`config.mk`:
```
export PLATFORM = sky130hd
export DESIGN_NAME = stop_watch_ctrl
export DESIGN_NICKNAME = d
export VERILOG_FILES = /design/src/rtl/stop_watch_ctrl.sv
export SDC_FILE = /design/constraint.sdc
export NUM_CORES = 1
export LEC_CHECK = 0
export ABC_AREA = 1
export CORE_UTILIZATION = 53
export DETAILED_ROUTE_END_ITERATION = 8
export PLACE_DENSITY = 0.88
export SLEW_MARGIN = 15
export SYNTH_ARGS = -nofsm -noshare
export SYNTH_HDL_FRONTEND = slang
export SYNTH_SLANG_ARGS = --single-unit
```
`constraint.sdc`:
```
create_clock -name clk -period 1.6 [get_ports clk]
set_clock_uncertainty 0.1 [all_clocks]
set_input_delay 0.32 -clock clk [delete_from_list [all_inputs] [get_ports clk]]
set_output_delay 0.32 -clock clk [all_outputs]
set_load 0.005 [all_outputs]
```
`src/rtl/stop_watch_ctrl.sv`:
```
// Front-panel controller for stop_watch: button sync/debounce, run/pause/lap/clear FSM,
// lap snapshot display and countdown alarm.
module stop_watch_ctrl #(
  parameter int DB_CYCLES = 4,
  parameter int DB_W      = 16
) (
  input  logic       clk,
  input  logic       reset,
  input  logic       btn_start,
  input  logic       btn_lap,
  input  logic       btn_clear,
  input  logic       btn_dir,
  input  logic [3:0] sw_d3,
  input  logic [3:0] sw_d2,
  input  logic [3:0] sw_d1,
  input  logic [3:0] sw_d0,
  input  logic       sw_minus,
  output logic       sw_set,
  output logic       sw_pause,
  output logic       sw_up,
  output logic [3:0] disp_d3,
  output logic [3:0] disp_d2,
  output logic [3:0] disp_d1,
  output logic [3:0] disp_d0,
  output logic       disp_minus,
  output logic       alarm,
  output logic [1:0] state
);

  typedef enum logic [1:0] {
    IDLE   = 2'b00,
    RUN    = 2'b01,
    PAUSED = 2'b10,
    LAP    = 2'b11
  } state_t;

  localparam int unsigned B_START = 0;
  localparam int unsigned B_LAP   = 1;
  localparam int unsigned B_CLEAR = 2;
  localparam int unsigned B_DIR   = 3;

  logic [3:0]      raw;
  logic [3:0]      sync1;
  logic [3:0]      sync2;
  logic [3:0]      level;
  logic [3:0]      level_d;
  logic [3:0]      press;
  logic [DB_W-1:0] db_cnt [4];

  assign raw = {btn_dir, btn_clear, btn_lap, btn_start};

  // Accepted level flips on the DB_CYCLES-th consecutive synced sample that disagrees with it;
  // the press pulse is registered off the accepted rising edge.
  always_ff @(posedge clk) begin
    if (!reset) begin
      sync1   <= '0;
      sync2   <= '0;
      level   <= '0;
      level_d <= '0;
      press   <= '0;
      for (int unsigned i = 0; i < 4; i++) begin
        db_cnt[i] <= '0;
      end
    end else begin
      sync1   <= raw;
      sync2   <= sync1;
      level_d <= level;
      press   <= level & ~level_d;
      for (int unsigned i = 0; i < 4; i++) begin
        if (sync2[i] == level[i]) begin
          db_cnt[i] <= '0;
        end else if (db_cnt[i] == DB_W'(DB_CYCLES - 1)) begin
          level[i]  <= sync2[i];
          db_cnt[i] <= '0;
        end else begin
          db_cnt[i] <= db_cnt[i] + DB_W'(1);
        end
      end
    end
  end

  state_t      state_q;
  state_t      state_d;
  logic        set_q;
  logic        set_d;
  logic        up_q;
  logic        up_d;
  logic        alarm_q;
  logic        alarm_d;
  logic        minus_q;
  logic [16:0] disp_q;
  logic [16:0] disp_d;
  logic [16:0] live;
  logic        ev_clear;
  logic        ev_start;
  logic        ev_lap;
  logic        capture;
  logic        minus_rise;

  assign live       = {sw_d3, sw_d2, sw_d1, sw_d0, sw_minus};
  assign ev_clear   = press[B_CLEAR];
  assign ev_start   = press[B_START] & ~press[B_CLEAR];
  assign ev_lap     = press[B_LAP] & ~press[B_START] & ~press[B_CLEAR];
  assign minus_rise = sw_minus & ~minus_q;

  always_comb begin
    state_d = state_q;
    set_d   = 1'b0;
    capture = 1'b0;
    up_d    = up_q ^ press[B_DIR];
    alarm_d = alarm_q;

    case (state_q)
      IDLE: begin
        if (ev_start) begin
          state_d = RUN;
        end else if (ev_clear) begin
          set_d = 1'b1;
        end
      end
      RUN: begin
        if (ev_start) begin
          state_d = PAUSED;
        end else if (ev_lap) begin
          state_d = LAP;
          capture = 1'b1;
        end
      end
      PAUSED: begin
        if (ev_start) begin
          state_d = RUN;
        end else if (ev_clear) begin
          state_d = IDLE;
          set_d   = 1'b1;
        end
      end
      LAP: begin
        if (ev_lap) begin
          state_d = RUN;
        end else if (ev_start) begin
          state_d = PAUSED;
        end
      end
      default: state_d = IDLE;
    endcase

    if (ev_start || ev_clear) begin
      alarm_d = 1'b0;
    end else if (minus_rise && !up_q && (state_q == RUN || state_q == LAP)) begin
      alarm_d = 1'b1;
    end

    // The display register doubles as the lap snapshot: loaded on entry, held while in LAP.
    if (state_d == LAP) begin
      disp_d = capture ? live : disp_q;
    end else begin
      disp_d = live;
    end
  end

  always_ff @(posedge clk) begin
    if (!reset) begin
      state_q <= IDLE;
      set_q   <= 1'b0;
      up_q    <= 1'b1;
      alarm_q <= 1'b0;
      minus_q <= 1'b0;
      disp_q  <= '0;
    end else begin
      state_q <= state_d;
      set_q   <= set_d;
      up_q    <= up_d;
      alarm_q <= alarm_d;
      minus_q <= sw_minus;
      disp_q  <= disp_d;
    end
  end

  assign state    = state_q;
  assign sw_set   = set_q;
  assign sw_up    = up_q;
  assign alarm    = alarm_q;
  assign sw_pause = (state_q == IDLE) || (state_q == PAUSED);
  assign {disp_d3, disp_d2, disp_d1, disp_d0, disp_minus} = disp_q;

endmodule
```
# Yosys cells after proc, flatten, opt, wreduce, memory -nomap -nowiden
# Memory sizes are Yosys's and may differ from the RTL's.
# Index checks and enable logic that the tools add are counted.
# Widths: inputs -> output; s select.
[word_totals] n_memories=1 inputBits=23 register_bits=43 mem_bits_rw=64
[mem_list] memory="db_cnt" words=4 word_bits=16 read_ports=4 rd_clocked_by_memory_dff=0 write_ports=4 line="48" source="logic [DB_W-1:0] db_cnt [4];"
[classes] eq_ne=13 mux=71 n_reduce_logical=14 bitwise_logic=28 addsub=4
[op_table] operator="$mux 16" count=12
[op_table] operator="$add 16x1->16 const B" count=4
[op_table] operator="$eq 16x2->1 const B" count=4
[op_table] operator="$mux 1" count=49
[op_table] operator="$mux 17" count=2
[op_table] operator="$mux 2" count=7
[op_table] operator="$or 1x1->1" count=12
[op_table] operator="$not 1->1" count=9
[op_table] operator="$pmux 2 s4" count=1
[op_table] operator="$reduce_and 2->1" count=4
[op_table] operator="$eq 2x2->1 const B" count=3
[op_table] operator="$and 1x1->1" count=4
[op_table] operator="$and 4x4->4" count=1
[op_table] operator="$eq 1x1->1" count=4
[op_table] operator="$not 4->4" count=1
[op_table] operator="$reduce_or 2->1" count=2
[op_table] operator="$logic_or 1x1->1" count=3
[op_table] operator="$reduce_or 3->1" count=1
[op_table] operator="$eq 2x1->1 const B" count=1
[op_table] operator="$logic_and 1x1->1" count=2
[op_table] operator="$logic_not 2->1" count=1
[op_table] operator="$ne 2x2->1 const B" count=1
[op_table] operator="$logic_not 1->1" count=1
[op_table] operator="$xor 1x1->1" count=1

# Longest topological paths before layout
# Gate-level depths: netlist (run 1).
[depth] ltp_word=8 mapped_depth=7

# Worst setup path after synthesis (run 1)
# OpenSTA, ideal clock, no wires.
[synth_timing] path_kind="register to register" start="mem db_cnt[3][0]" end="mem db_cnt[3][6] (data pin)" stages_incl_launch_ff=8 arrival_ns=1.216 path_buffers=1 t_required_ns=1.246 setup_slack_ns=0.029 setup_ns=0.254 cell_sequence="edfxtp_1 -> ha_1 -> nand3_1 -> nor2_1 -> nand2_1 -> nand2_2 -> buf_4 -> nor2_1"
[synth_rtl] item="from (decl)" line="48"

==> results of run 1 <==
stage by stage:
stage / power [mW] / utilization / setup slack, ns / area (µm²) / cells
global placement: 3.630 / 0.6752 / -0.2224 / 6970 / 1059
detailed placement: 3.649 / 0.6752 / -0.3035 / 6970 / 1059
global route: 5.701 / 0.7365 / -0.1219 / 7604 / 1094
finish: 5.525 / 0.7365 / -0.06850 / 7604 / 1094
CTS: 5.464 / 0.7052 / 0.007011 / 7281 / 1080
floorplan: 3.387 / - / 0.02919 / 5868 / 817
timing repair:
item                       in CTS  in global routing
pin swaps                       3                 15
cloned                          1                  3
resized for setup              55                 51
hold buffers                    0                  0
setup endpoints to repair      87                 63
setup buffers                   4                 11
layout make-up:
class,count,area [µm²]
clock buffer,10,148.9
clock inverter,6,76.32
inverter,117,439.2
multi-input combinational,586,2880
tap,136,170.2
fill,661,2720
timing repair buffer,132,1089
sequential,107,2800
worst max-delay path by stage:
stage                    end           from  slack (ns)
2_1_floorplan   db_cnt[3][6]   db_cnt[3][0]        0.03
3_3_place_gp   db_cnt[3][10]          reset       -0.22
6_report        db_cnt[2][6]  db_cnt[2][12]       -0.07
3_5_place_dp    db_cnt[2][7]          reset       -0.30
4_1_cts        db_cnt[3][11]   db_cnt[3][1]       0.007
5_1_grt         db_cnt[2][9]  db_cnt[2][12]       -0.12
sequential cells by signal (all words and copies together), names as in the netlist:
name	count
state	2
sw_up	1
disp_q	17
sync2	4
level_d	4
press	4
minus_q	1
sync1	4
alarm	1
sw_set	1
level	4
db_cnt	64
power groups by stage:
stage | logic (mW) | clock network, mW | registers, mW
after global placement | 0.500 | 0 | 3.13
final | 0.575 | 1.87 | 3.08
after global routing | 0.634 | 1.97 | 3.10
after floorplan | 0.235 | 0 | 3.15
after detailed placement | 0.513 | 0 | 3.14
after CTS | 0.512 | 1.88 | 3.07
logic make-up (layout without fill, tap and decap cells):
group / after synthesis / count (layout) / share of synthesized area
adder cells (fa/ha/maj): 4 / 4 / 0.008887
AND/OR/NAND/NOR: 438 / 442 / 0.3239
other: 1 / 64 / 0.0006659
XOR/XNOR: 19 / 19 / 0.02955
buffers and inverters: 128 / 265 / 0.09064
AO/OA/AOI/OAI: 57 / 57 / 0.05221
flip-flops: 107 / 107 / 0.4941
metal layers:
metal  global-route usage  vias up  part of all wire
li1                     -     2715                 -
met4               0.1227        0             0.035
met2               0.4437      206              0.50
met1               0.2957     2601              0.40
met5                    0        -                 0
met3              0.03057       47             0.060
cell usage in the layout, fill, tap and decap left out, drive strengths merged:
cell	count
bufinv	1
nand3b	4
conb	64
nand4	18
xor2	11
ha	4
buf	87
clkinv	1
o21ai	8
nand3	56
or2	5
clkdlybuf4s50	22
nand2	195
nor3	5
clkbuf	10
clkdlybuf4s15	1
o21bai	2
edfxtp	64
a21oi	47
dlygate4sd2	22
nor2	159
dfxtp	43
inv	121
xnor2	8
==> metrics, run 1 <==
Logic pwr share 0.104; WP depth 6; post-DR wirelength/cell 13.54 µm; setup_tns -0.7783 ns; port buffer count 45; Yosys cell types 30; Seq pwr share 0.558; Final WS setup -0.06850 ns; Hold Path Origin level_d[0]; Worst path max stage delay 0.41 ns; failing checks setup timing; outcome finished, violations left; post-synthesis sequential area ratio 0.4941; WP data arrival 1.72 ns; r2r startpoint db_cnt[2][12]; final wirelength 14820 µm; slowest stage cell, crit path edfxtp_1; power share of the clock group 0.338; CTS Sinks 107; core area 10320 µm²; Yosys reg bits 107; worst-path fanout max 8; synthesized cell area 5632 µm²; P_int 4.123 mW; routability cong. 0.8715; Hold Crit Class reg2reg; Synth Warn # 0; Peak Freq 599.3 MHz; CTS H-tree depth 3; Worst Reg-to-Reg Cells 6; Static Leakage 3.603 nW; initial antenna violation count 0; layout cells sized above 1 0.1848; via count 5569; Fin. Hold Viols 0; Worst Setup End Kind flip-flop; critical path buffer and inverter count 0; boundary pin count 46; flop2flop setup slack -0.07 ns; Synth Instances 754; Setup Viol. Count Final 16; largest net degree at the start of global routing 35; remaining routing DRC violations 0; n_diodes 0; global-route wire length before repair 22000 µm; Nets 980; HPWL after DPL 9175 µm; final slew viol count 0; hold path cells 1; syn avg cell area 7.469 µm²; Worst path top cell family by delay simple AND/OR/NAND/NOR gates; ys flop type edfxtp_1; Synth area leaders edfxtp_1, dfxtp_1, nand2_1, nor2_1, inv_1; Clock transition at path regs 0.11 ns; DIE HEIGHT 105.1 µm; WS Path Type reg2reg; Antenna Nets Post-Route 0; R2R Path End db_cnt[2][6]; area grow syn2layout 35.01%; most common cell in the netlist nand2_1; Total GRT Usage 0.2490; Synth area leader edfxtp_1; Worst Hold Path EP press[0]; # Max-Cap Violations 0; CP required 1.65 ns; Tmin final 1.668 ns; crit-path cells nor2_1 > nand2_1 > nor2_1 > nand2_2 > nand2_4 > nor2_1; vias per cell 5.090; DRT iter0 DRCs 366; global route overflow 0; CTS tree done; CTS Root Cell clkbuf_8; clock latency on the worst-skew pair 0.39 ns; maximum vdd ir drop 0.5492 mV; Period Utilization, post-route 1.043; Power per Cell Area 726.6 nW/µm²; vias in the first global route 5115; Post-synth top cells nand2_1, nor2_1, inv_1; Top cell by count, worst path nor2_1; CTS Buf Count 9; Clock Tree Buf Depth 2; Initial Util 0.5455; Initial DRT Pass Iterations 5; cell row count 37; die area 11040 µm²; Sw Ratio 0.2538; RSZ-0062 raised after global routing true; Net Switching 1.402 mW; die width 105.1 µm; Async SR Flop Fraction 0; Post-synth EDFFs 64; WHS 0.2934 ns; Startpoint Class flip-flop; post-synth top area share 0.3413
Note: power is estimated with default switching activity, not from simulation.
==> run 2, diff against run 1 <==
CORE_UTILIZATION = 58   (was 53)
PLACE_DENSITY = 0.91   (was 0.88)
clock period = 1.7 ns   (was 1.6 ns; I/O delays follow)
==> run 2 against run 1 <==
Compared with the run above: the run now ends clean; highest routed layer unchanged; critical path type is now reg2out; clock power down 24%; largest power group unchanged; clock-buffer cell count down 1; via count down 6.9%; critical endpoint is now disp_d0[1]; non-clock buffer count down 35; hold slack worse by 0.0027 ns.
==> metrics, run 2 (synthesis gave the netlist of run 1 again) <==
outcome finished, final reports clean; core area 9328 µm² (-9.6%); Nets 943 (-3.8%); vias in the first global route 4755 (-7.0%); crit-path cells clkdlybuf4s50_1; post-place setup slack -0.1849 ns (+0.1186 ns); most common cell after layout, fill and taps aside nand2_1; Setup Viol. Count Final 0 (-16); via count 5186 (-6.9%); Antenna Nets Post-Route 0 (unchanged); global route overflow 0 (unchanged); WS Path Type reg2out; CTS H-tree depth 3 (unchanged); WP data arrival 1.23 ns (-0.49 ns); Clock Tree Buf Depth 2 (unchanged); largest net degree at the start of global routing 35 (unchanged); DIE HEIGHT 100.5 µm (-4.3%); WHS 0.2907 ns (-0.002733 ns); die area 10110 µm² (-8.5%); flop2flop setup slack 0.08 ns (+0.15 ns); CTS Root Cell clkbuf_8; max reg flops 64 (unchanged); remaining routing DRC violations 0 (unchanged); Hold Crit Class reg2reg; clock latency on the worst-skew pair 0.38 ns (about the same); Clock transition at path regs 0.10 ns (about the same); largest registers db_cnt: 64 flops, disp_q: 17 flops; Total GRT Usage 0.2510 (+0.002064); Worst Setup SP disp_q[2]; n_diodes 0 (unchanged); Static Leakage 3.350 nW (-7.0%); Overall Power 4.806 mW (-13%); boundary pin count 46 (unchanged); most frequent cells in the layout nand2_1, nor2_1, inv_1; HPWL after DPL 8948 µm (-2.5%); utilization after layout 0.7596 (+0.02311); Initial DRT Pass Iterations 5 (unchanged); # Max-Cap Violations 0 (unchanged); Layout Cells excl Fill 1050 (-4.0%); Period Utilization, post-route 0.9818; RSZ-0062 raised after global routing true; CTS Sinks 107 (unchanged); maximum vdd ir drop 0.4397 mV (-20%); Tmin final 1.669 ns; Placed Area 6789 µm² (-2.6%); Largest Register db_cnt; area grow syn2layout 25.82%; Fin. Hold Viols 0 (unchanged); vias per cell 4.939 (-3.0%); Final WS setup 0.03090 ns (+0.09940 ns); initial antenna violation count 0 (unchanged); DRT iter0 DRCs 284 (-22%); worst-path fanout max 2 (-6); Worst Reg-to-Reg Cells 6 (unchanged); CP required 1.26 ns (-0.39 ns); hold path cells 1 (unchanged); port buffer count 45 (unchanged); global-route wire length before repair 20020 µm (-9.0%); Hold Path Origin level_d[2]; Worst Hold Path EP press[2]; r2r startpoint db_cnt[3][1]; final wirelength 12620 µm (-15%); CTS Buf Count 9 (unchanged); layout cells sized above 1 0.1183 (-0.06641); die width 100.5 µm (-4.3%); Initial Util 0.6038 (+0.05825); Worst Setup End Kind primary output; Peak Freq 599.1 MHz; cell row count 35 (-5.4%); Startpoint Class flip-flop; Worst path top cell family by delay buffers and inverters; R2R Path End db_cnt[3][13]; slowest stage cell, crit path clkdlybuf4s50_1; critical path buffer and inverter count 1 (+1); Power per Cell Area 678.2 nW/µm² (-6.7%); routability cong. 0.9268 (+6.3%); post-DR wirelength/cell 12.01 µm (-11%); post-route cell area 7086 µm² (-6.8%); Worst path max stage delay 0.52 ns (+0.11 ns); placed cell count 1029 (-2.8%); setup_tns 0 ns (+0.7783 ns); CTS tree done; final slew viol count 0 (unchanged)
## run 2: worst register-to-register path: cells and delay by family, from the launching register on
| family | cells | cell delay (ns) |
|---|---|---|
| compound gates | 1 | 0.05 |
| fa+ha+maj | 1 | 0.24 |
| flops | 1 | 0.40 |
| simple gates | 4 | 0.59 |
## run 2: final cells by class
class / instances / area, µm²
flip-flops and latches: 107 / 2803
multi-input cells: 584 / 2655
fillers: 663 / 2242
repair buffers: 97 / 860.8
inverters: 117 / 439.2
well taps: 129 / 161.4
clock buffers: 9 / 123.9
clock inverters: 7 / 42.54
## run 2: worst max path at each step
stage                          endpoint  slack, ns  cells past startpoint
final                        disp_d0[1]       0.03                      1
after global routing       db_cnt[2][0]      -0.04                      6
after CTS                    disp_d1[3]      0.003                      1
after detailed placement  db_cnt[2][12]      -0.18                      6
after global placement    db_cnt[3][13]      -0.14                      6
after floorplan            db_cnt[3][6]       0.13                      7
## run 2: routing by layer
layer / track usage / share of wire / vias up
met5: 0 / 0 / -
met4: 0.1159 / 0.025 / 0
met3: 0.03745 / 0.055 / 31
met2: 0.4257 / 0.48 / 160
met1: 0.3175 / 0.44 / 2352
li1: - / - / 2643
## run 2: report_power, final
part / leakage (nW) / switching [mW] / total, mW / internal [mW]
Clock: 0.0895 / 0.895 / 1.42 / 0.530
Sequential: 1.02 / 0.0661 / 2.91 / 2.84
Combinational: 2.24 / 0.257 / 0.475 / 0.217
## run 2: repair_timing
item	in CTS	in global routing
pin swaps	0	1
hold buffers	0	0
resized for setup	9	31
setup buffers	2	1
endpoints found under the setup margin	20	78
gates cloned	0	2
==> run 3, diff against run 2 <==
PLACE_DENSITY = 0.83   (was 0.91)
==> run 3 against run 2 <==
Compared with the run above: fmax about the same; total power increased by 5.5%; sequential share of layout area decreased by 0.73 points; core utilization increased by 1.2 points; largest power group unchanged; non-clock buffer count increased by 4; sequential cell count unchanged.
==> metrics, run 3 (synthesis gave the netlist of run 1 again) <==
Tmin final 1.670 ns (+0.001240 ns); Total GRT Usage 0.2589 (+0.007897); DIE HEIGHT 100.5 µm (unchanged); Nets 948 (+0.53%); P_int 3.868 mW (+7.8%); most frequent cells in the layout nand2_1, nor2_1, inv_1; CTS Buf Count 9 (unchanged); placed cell count 1027 (-0.19%); CTS tree done; Setup Viol. Count Final 0 (unchanged); global-route wire length before repair 20860 µm (+4.2%); max reg flops 64 (unchanged); Clock transition at path regs 0.10 ns (about the same); Peak Freq 598.7 MHz (about the same); HPWL after DPL 9453 µm (+5.6%); die width 100.5 µm (unchanged); worst-path fanout max 2 (unchanged); Worst path top cell family by delay buffers and inverters; remaining routing DRC violations 0 (unchanged); WS Path Type reg2out; die area 10110 µm² (unchanged); critical path buffer and inverter count 1 (unchanged); Period Utilization, post-route 0.9826 (about the same); CTS Sinks 107 (unchanged); slowest stage cell, crit path clkdlybuf4s50_1; area grow syn2layout 27.79%; Antenna Nets Post-Route 0 (unchanged); boundary pin count 46 (unchanged); largest net degree at the start of global routing 35 (unchanged); WHS 0.2891 ns (-0.001579 ns); crit-path cells clkdlybuf4s50_1; sequential cell area 2794 µm² (-0.31%); power share of the clock group 0.333 (+0.036); fillers 629 (-5.1%); most common cell after layout, fill and taps aside nand2_1; Worst Setup SP disp_q[10]; routability cong. 0.9149 (-1.3%); # Max-Cap Violations 0 (unchanged); Startpoint Class flip-flop; Post-CTS Hold Buffers 0 (unchanged); Sw Ratio 0.2374 (-0.01614); Static Leakage 3.441 nW (+2.7%); r2r startpoint db_cnt[2][4]; core area 9328 µm² (unchanged); WP data arrival 1.23 ns (about the same); setup_tns 0 ns (unchanged); final wirelength 13110 µm (+3.9%); initial antenna violation count 0 (unchanged); Initial Util 0.6038 (unchanged); Seq pwr share 0.573 (-0.032); Clock Tree Buf Depth 2 (unchanged); layout cells sized above 1 0.1166 (-0.001719); DRT iter0 DRCs 273 (-3.9%); CTS H-tree depth 3 (unchanged); Hold Path Origin level_d[2]; Logic pwr share 0.094 (-0.005); Hold Crit Class reg2reg; CP required 1.26 ns (about the same); n_diodes 0 (unchanged); clock latency on the worst-skew pair 0.37 ns (about the same); CTS Root Cell clkbuf_8; final slew viol count 0 (unchanged); Layout Cells excl Fill 1055 (+0.48%); vias in the first global route 4894 (+2.9%); outcome finished, final reports clean; post-place setup slack -0.2666 ns (-0.08175 ns); Net Switching 1.204 mW (-1.2%); port buffer count 45 (unchanged); vias per cell 4.965 (+0.52%); Final WS setup 0.02966 ns (-0.001240 ns); Initial DRT Pass Iterations 5 (unchanged); area of the multi-input gates 2679 µm² (+0.90%); global route overflow 0 (unchanged); Worst Setup End Kind primary output; Power per Cell Area 704.8 nW/µm² (+3.9%); utilization after layout 0.7716 (+0.01194); cell row count 35 (unchanged); largest registers db_cnt: 64 flops, disp_q: 17 flops; post-DR wirelength/cell 12.43 µm (+3.5%); Fin. Hold Viols 0 (unchanged); Largest Register db_cnt; via count 5238 (+1.0%); Worst path max stage delay 0.51 ns (about the same); maximum vdd ir drop 0.4553 mV (+3.5%)
run 3: final timing paths:
check	slack [ns]	cells after the start	end
worst max register to register	0.07	6	db_cnt[2][9]
worst min register to register	0.29	1	press[2]
worst max-delay path	0.03	1	disp_d2[1]
worst min-delay path	0.29	1	press[2]
run 3: area by class of cell:
class,count,share of cell area
Sequential cell,107,0.3882
Multi-Input combinational cell,585,0.3722
Timing Repair Buffer,101,0.1253
Inverter,117,0.06102
Clock buffer,11,0.02260
Tap cell,129,0.02243
Clock inverter,5,0.008171
run 3: repair_timing:
item,CTS,global route
setup endpoints to repair,12,78
resized for setup,6,33
gates cloned,0,3
buffers inserted,0,9
pin swaps,0,4
run 3: metrics by stage:
step                total power, mW  area, µm²
CTS                           5.061       7003
floorplan                     3.188       5868
global route                  5.246       7197
finish                        5.072       7197
global placement              3.384       6774
detailed placement            3.408       6774
run 3: metal layers:
layer,up-vias,global-route usage,share of wire
met5,-,0,0
met4,0,0.08584,0.021
met3,29,0.03953,0.050
met2,165,0.4694,0.51
met1,2393,0.3142,0.42
li1,2651,-,-
run 3: power by group through the flow:
| stage | Combinational [mW] | Clock, mW | Sequential [mW] |
|---|---|---|---|
| after detailed placement | 0.446 | 0 | 2.96 |
| after global placement | 0.429 | 0 | 2.96 |
| after CTS | 0.451 | 1.71 | 2.90 |
| after global routing | 0.532 | 1.80 | 2.92 |
| after floorplan | 0.222 | 0 | 2.97 |
| final | 0.476 | 1.69 | 2.91 |
